==> src/rtl/led_matrix_scanner.sv <==
// Time-multiplexed LED matrix row scanner with double-buffered frame storage.
// Handshake: load is a one-cycle strobe with no ready; frame_in is captured on every edge where load=1.
module led_matrix_scanner #(
    parameter int ROWS           = 7,
    parameter int COLS           = 5,
    parameter int DIV            = 1000,
    parameter int BLANK          = 2,
    parameter bit ROW_ACTIVE_LOW = 1'b0,
    parameter bit COL_ACTIVE_LOW = 1'b0
) (
    input  logic                     clk,
    input  logic                     rst_n,
    input  logic                     en,
    input  logic                     load,
    input  logic [ROWS*COLS-1:0]     frame_in,
    output logic [ROWS-1:0]          row_sel,
    output logic [COLS-1:0]          col_out,
    output logic [$clog2(ROWS)-1:0]  row_idx,
    output logic                     frame_done,
    output logic [1:0]               dbg_state
);

    localparam int RW   = $clog2(ROWS);
    localparam int TMAX = (DIV > BLANK) ? DIV : BLANK;
    localparam int TW   = (TMAX > 1) ? $clog2(TMAX) : 1;
    localparam logic [TW-1:0] T_DIV_END   = TW'(DIV - 1);
    localparam logic [TW-1:0] T_BLANK_END = TW'(BLANK - 1);
    localparam logic [RW-1:0] ROW_LAST    = RW'(ROWS - 1);

    // Encoding is visible on dbg_state: 0 = IDLE, 1 = BLANK, 2 = SHOW.
    typedef enum logic [1:0] {
        S_IDLE  = 2'd0,
        S_BLANK = 2'd1,
        S_SHOW  = 2'd2
    } state_t;

    state_t                 r_state;
    state_t                 w_state_nxt;
    logic [TW-1:0]          r_timer;
    logic [TW-1:0]          w_timer_nxt;
    logic [RW-1:0]          r_row;
    logic [RW-1:0]          w_row_nxt;
    logic                   w_boundary;
    logic [ROWS*COLS-1:0]   r_pending;
    logic [ROWS*COLS-1:0]   r_display;
    logic                   r_pending_valid;
    logic                   r_frame_done;
    logic                   w_lit;

    always_ff @(posedge clk or negedge rst_n) begin
        if (!rst_n) begin
            r_state <= S_IDLE;
            r_timer <= '0;
            r_row   <= '0;
        end else begin
            r_state <= w_state_nxt;
            r_timer <= w_timer_nxt;
            r_row   <= w_row_nxt;
        end
    end

    always_comb begin
        w_state_nxt = r_state;
        w_timer_nxt = r_timer;
        w_row_nxt   = r_row;
        w_boundary  = 1'b0;
        if (!en) begin
            w_state_nxt = S_IDLE;
            w_timer_nxt = '0;
            w_row_nxt   = '0;
        end else begin
            case (r_state)
                S_IDLE: begin
                    w_state_nxt = S_BLANK;
                    w_timer_nxt = '0;
                end
                S_BLANK: begin
                    if (r_timer == T_BLANK_END) begin
                        w_state_nxt = S_SHOW;
                        w_timer_nxt = '0;
                    end else begin
                        w_timer_nxt = r_timer + 1'b1;
                    end
                end
                S_SHOW: begin
                    if (r_timer == T_DIV_END) begin
                        w_state_nxt = S_BLANK;
                        w_timer_nxt = '0;
                        if (r_row == ROW_LAST) begin
                            w_row_nxt  = '0;
                            w_boundary = 1'b1;
                        end else begin
                            w_row_nxt = r_row + 1'b1;
                        end
                    end else begin
                        w_timer_nxt = r_timer + 1'b1;
                    end
                end
                default: w_state_nxt = S_IDLE;
            endcase
        end
    end

    // A load coinciding with the frame boundary bypasses pending so the newest frame wins.
    always_ff @(posedge clk or negedge rst_n) begin
        if (!rst_n) begin
            r_pending       <= '0;
            r_display       <= '0;
            r_pending_valid <= 1'b0;
            r_frame_done    <= 1'b0;
        end else begin
            r_frame_done <= w_boundary;
            if (load) begin
                r_pending       <= frame_in;
                r_pending_valid <= 1'b1;
            end
            if (w_boundary) begin
                if (load) begin
                    r_display       <= frame_in;
                    r_pending_valid <= 1'b0;
                end else if (r_pending_valid) begin
                    r_display       <= r_pending;
                    r_pending_valid <= 1'b0;
                end
            end else if (r_state == S_IDLE && load) begin
                r_display <= frame_in;
            end
        end
    end

    assign w_lit = (r_state == S_SHOW);

    always_comb begin
        row_sel = {ROWS{ROW_ACTIVE_LOW}};
        col_out = {COLS{COL_ACTIVE_LOW}};
        if (w_lit) begin
            row_sel = (ROWS'(1) << r_row) ^ {ROWS{ROW_ACTIVE_LOW}};
            col_out = r_display[r_row*COLS +: COLS] ^ {COLS{COL_ACTIVE_LOW}};
        end
    end

    assign row_idx    = r_row;
    assign frame_done = r_frame_done;
    assign dbg_state  = r_state;

endmodule

==> config.mk <==
export PLATFORM = sky130hd
export DESIGN_NAME = led_matrix_scanner
export DESIGN_NICKNAME = d
export VERILOG_FILES = /design/src/rtl/led_matrix_scanner.sv
export SDC_FILE = /design/constraint.sdc
export NUM_CORES = 1
export LEC_CHECK = 0
export BUFFER_PORTS_ARGS = -buffer_cell sky130_fd_sc_hd__buf_2
export CELL_PAD_IN_SITES_DETAIL_PLACEMENT = 1
export CELL_PAD_IN_SITES_GLOBAL_PLACEMENT = 1
export CORE_ASPECT_RATIO = 2
export CORE_MARGIN = 5
export CORE_UTILIZATION = 50
export CTS_BUF_LIST = sky130_fd_sc_hd__clkbuf_2
export DETAILED_ROUTE_END_ITERATION = 12
export HOLD_SLACK_MARGIN = 0.1
export MAX_ROUTING_LAYER = met4
export PLACE_DENSITY = 0.86
export SYNTH_ARGS = -nofsm -noshare
export SYNTH_HDL_FRONTEND = slang
export SYNTH_SLANG_ARGS = --single-unit
==> constraint.sdc <==
create_clock -name clk -period 5.27 [get_ports clk]
set_input_delay 0.2635 -clock clk [delete_from_list [all_inputs] [get_ports clk]]
set_output_delay 0.2635 -clock clk [all_outputs]
set_load 0.02 [all_outputs]
After elaboration in Yosys (flattened, before gate mapping)
Cells that the tools add are included.

word-level totals
  register bits = 87
  logic and storage cells = 55

operators by class
  $add $sub $neg = 2
  multipliers = 1
  equal/unequal tests = 11
  shifts and indexed selects = 2
  mux-type cells = 26
  reduce and logical (&&, ||, !) cells = 6

operators with widths
  cell                     number
  $mux W35                 4
  $shiftx A35 B7 Y5        1
  $mux W10                 3
  $pmux W10 S3             1
  $mux W3                  4
  $add A10 B1 Y10 const B  1
  $eq A10 B1 Y1 const B    1
  $eq A10 B10 Y1 const B   1
  $mux W1                  8
  $mux W7                  1
  $shl A1 B3 Y7 const A    1
  $mul A3 B3 Y6 const B    1
  $mux W2                  3
  $ne A3 B2 Y1 const B     2
  $pmux W2 S3              1
  $reduce_and A2 Y1        3
  $mux W5                  1
  $ne A2 B1 Y1 const B     2
  $ne A4 B1 Y1 const B     1
  $add A3 B1 Y3 const B    1
  $eq A3 B3 Y1 const B     1
  $ne A3 B3 Y1 const B     1
  $eq A2 B1 Y1 const B     1
  $eq A2 B2 Y1 const B     1
  other kinds (3)          3

Logic depth before layout (Yosys ltp)
  word-level depth = 7
  gate-level depth with buffers = 10

Worst setup path after synthesis
OpenSTA, ideal clock, no wires.

  path kind = register to register
  start point = reg r_state[0], in the netlist dbg_state[0]
  end point = reg r_display[12]
  library setup time = 0.141 ns
  arrival time = 2.287 ns
  data required time = 5.129 ns
  setup slack = 2.842 ns
  cell stages (with the launch flop) = 11
  cell sequence = dfrtp_1 > inv_1 > ha_1 > and4b_1 > nand2_1 > buf_4 > or2_2 > clkbuf_1 > clkbuf_1 > o21ai_0 > a2bb2oi_1

between the ends
  word-level cells in the longest chain between the ends = 5

RTL lines
  element                                                              RTL line  text
  from (decl)                                                          37        state_t r_state;
  from (signal assigned)                                               56        r_state <= w_state_nxt;
  $eq A2 B2 Y1                                                         72        case (r_state)
  $mux W1                                                              72
  $mux W1                                                              67        if (!en) begin
  $ne A3 B2 Y1 (no line) / $reduce_bool A2 Y1 (equally long branches)  -
  $reduce_and A2 Y1 (no line)                                          -
  to (signal assigned)                                                 119       r_display <= frame_in;
  to (signal assigned)                                                 122       r_display <= r_pending;
  to (signal assigned)                                                 126       r_display <= frame_in;
  to (decl)                                                            45        logic [ROWS*COLS-1:0] r_display;

Parallel ways exist; a longest one is shown, timed or not.
A chain may end at the register's enable or synchronous reset.

Worst setup path after layout
  start point = reg r_row[1], in the netlist row_idx[1]
  end point = reg r_display[22]

between the ends
  word-level cells in the longest chain between the ends = 7

RTL lines
  element                                                              RTL line  text
  from (decl)                                                          41        logic [RW-1:0] r_row;
  from (signal assigned)                                               58        r_row <= w_row_nxt;
  $eq A3 B3 Y1 *                                                       89        if (r_row == ROW_LAST) begin
  $mux W1 *                                                            89
  $mux W1 *                                                            86        if (r_timer == T_DIV_END) begin
  $mux W1 *                                                            72
  $mux W1 *                                                            67
  $ne A3 B2 Y1 (no line) / $reduce_bool A2 Y1 (equally long branches)  -
  $reduce_and A2 Y1 (no line)                                          -

Mark *: on every way between the ends. The rest lies on a longest branch, timed or not.

==> qor.txt <==
EDFF count, synth = 0
Slowest cell on crit path = dfrtp_1
Overflow after GRT = 0
Hold Path Sink = r_pending_valid
Clk Latency, worst-skew pair = 0.59 ns
CP Buf/Inv Count = 0
CTS resizes = 0
Worst r2r path cells = 5
First-pass GRT wire length = 20,500 µm
CTS HTree Levels = 3
Die X = 77.6 µm
Filler instances = 1,002
Yosys reg bits = 87
WP data arrival = 3.94 ns
Pre-CTS WS = 1.93 ns
Maximum clock frequency = 292 MHz
Clock Sink Count = 87
Reg area = 0.00218 mm²
Setup-violating endpoint count in the final report = 0
Ys Warns = 0
RSZ-0062 raised after global routing = no
# nets final = 540
DP Wirelength = 7840 µm
Chip Height = 145 µm
Slew Limit Fails = 0
Reg2reg setup slack = 1.85 ns
DRC violations left = 0
Total track usage = 0.229
Final Power = 2.15 mW
Largest net degree at the start of global routing = 88
Worst path max stage delay = 0.90 ns
Yosys cell types = 51
Worst slew pin tran = 1.22 ns
Largest area contributor in the netlist = dfrtp_1
Post-DP Area = 0.00484 mm²
FF-to-FF End = r_display[22]
WL/cell = 20.0 µm
Clock Skew = 0.0237 ns
Most frequent cell after synthesis = dfrtp_1
IO Port Bufs = 56
Area Overhead vs Synth = 17.7%
P per Cell Area = 399 mW/mm²
Post-synthesis cell count = 420
Final period util = 0.650
DR pass1 iterations = 5
Worst slew margin = 0.186
Largest cells by area after synthesis = dfrtp_1 (48%), mux2_2 (9.8%), o21ai_0 (7.4%), a2bb2oi_1 (5.9%), nor2b_1 (5.1%)
Finished Core Util = 0.601
CTS tree = yes
Multi-input logic area = 0.00220 mm²
GPL Wtd Cong = 0.870
Synthesized cell area = 0.00457 mm²
Top_reg_cell synth = dfrtp_1
Lkg Pwr = 2.27 nW
Synth top area share = 0.476
Hold_sp = load
CTS Buf Count = 9
Antenna violations before repair = 1
Vias in the first global route = 4,139
Critical Path RT = 5.78 ns
Peak supply drop = 0.279 mV
Top delay family on crit path = simple AND/OR/NAND/NOR gates
Critical R2R Launch = row_idx[1]
Most instantiated cells after synthesis = dfrtp_1 (87), o21ai_0 (68), mux2_2 (40), nor2b_1 (37), a2bb2oi_1 (31)
Final worst slack = 1.85 ns
Syn nets = 466
Final antenna-violating net count = 0
Initial DRC Count = 171
Worst-path clk slew = 0.25 ns
Crit path capture type = flip-flop
Starting density of the core = 0.511
Hold Path Depth = 3
Vias = 3,616
WL final = 12,100 µm
Max-cap violation count = 0
Final hold viol count = 0
Shortest period the worst path allows = 3.42 ns
Crit start category = flip-flop
Worst-path cell chain = and4b_1 > nand2_1 > or2_2 > o21ai_0 > o2bb2a_1
Clk root buf = clkbuf_2
Register area share after synthesis = 0.476
Setup CP Type = flip-flop to flip-flop
Share of layout cells above drive strength 1 = 0.267
Syn avg cell area = 10.9 µm²
Clk buf depth = 2
Num rows = 49
Post-CTS setup repair buffer count = 0
Crit-path max FO = 38
Status = finished clean
Design Area, Final = 0.00538 mm²
Share of flip-flops with an asynchronous set or reset = 1.00
Io pins = 57
Vias per cell = 6.01
Worst Hold Class = primary input to flip-flop
Final setup TNS = 0 ns
Core ar. = 0.00895 mm²
Die area = 0.0113 mm²
-- worst register-to-register path, cell delays in order, from the launching register on --
cell and delay, ns:
dfrtp_1 0.90, and4b_1 0.33, nand2_1 0.70, or2_2 0.87, o21ai_0 0.32, o2bb2a_1 0.24
-- sequential cells by signal, indices dropped and copies added (netlist names) --
signal / cells
frame_done: 1
dbg_state: 2
row_idx: 3
r_pending: 35
r_display: 35
r_pending_valid: 1
r_timer: 10
-- final cells by class --
cell class	instances	area share
Clock inverter	7	0.0225
Inverter	8	0.00558
Antenna cell	1	0.000465
Sequential cell	87	0.404
Tap cell	102	0.0237
Multi-Input combinational cell	292	0.409
Clock buffer	9	0.00837
Timing Repair Buffer	96	0.126
-- layer usage --
metal | global-route usage | up-vias | wire length (µm)
li1 | - | 1682 | -
met1 | 0.254 | 1849 | 4610
met2 | 0.395 | 57 | 6780
met3 | 0.0434 | 28 | 339
met4 | 0.0921 | 0 | 323
met5 | - | - | 0
-- kinds of logic after synthesis --
logic type	synth area share
buf+inv	0.0421
compound gates	0.204
fa+ha+maj	0.0192
mux	0.130
xor+xnor	0.00383
flops	0.476
simple gates	0.125
-- through the flow --
step | instances | hold slack (ns)
after floorplan | 420 | -0.0321
after global placement | 548 | 0.479
after detailed placement | 548 | 0.484
after CTS | 601 | 0.356
after global routing | 602 | 0.362
final | 602 | 0.374
-- report_power, final --
group	total, mW	internal [mW]	switching [mW]
registers	0.934	0.830	0.103
clock network	0.453	0.204	0.249
logic	0.759	0.398	0.362
-- what timing repair did --
action                                  in CTS  in global routing
hold buffers                                37                  0
hold endpoints to repair                   146                  0
endpoints found under the setup margin       0                  0
-- cell usage in the layout (no fill, tap or decap), drive strengths merged, types with 2 or more instances in the layout --
| cell type | instances |
|---|---|
| a221oi | 5 |
| o21ai | 78 |
| nand3 | 3 |
| mux4 | 5 |
| dlygate4sd3 | 37 |
| mux2 | 40 |
| dfrtp | 87 |
| nor2b | 37 |
| clkinvlp | 3 |
| o31ai | 2 |
| a21oi | 4 |
| mux2i | 3 |
| nor3 | 7 |
| clkbuf | 9 |
| ha | 7 |
| nor2 | 13 |
| and2 | 4 |
| clkinv | 3 |
| a2bb2oi | 35 |
| buf | 59 |
| nand2 | 11 |
| and3 | 5 |
| bufinv | 3 |
| nor4 | 4 |
| a21o | 3 |
| inv | 6 |
| or2 | 2 |
| nand4 | 2 |
| nor3b | 4 |
| a21boi | 4 |
-- worst max-delay path by stage --
stage / startpoint / to / slack (ns) / cells past startpoint
after floorplan: dbg_state[0] / r_display[12] / 2.84 / 10
after global placement: row_idx[1] / r_display[5] / 2.09 / 5
after detailed placement: row_idx[1] / r_display[22] / 1.93 / 5
after CTS: row_idx[1] / r_display[22] / 1.87 / 5
after global routing: row_idx[1] / r_display[22] / 1.57 / 5
final: row_idx[1] / r_display[22] / 1.85 / 5
No activity file was read; power rests on OpenSTA's default activity.
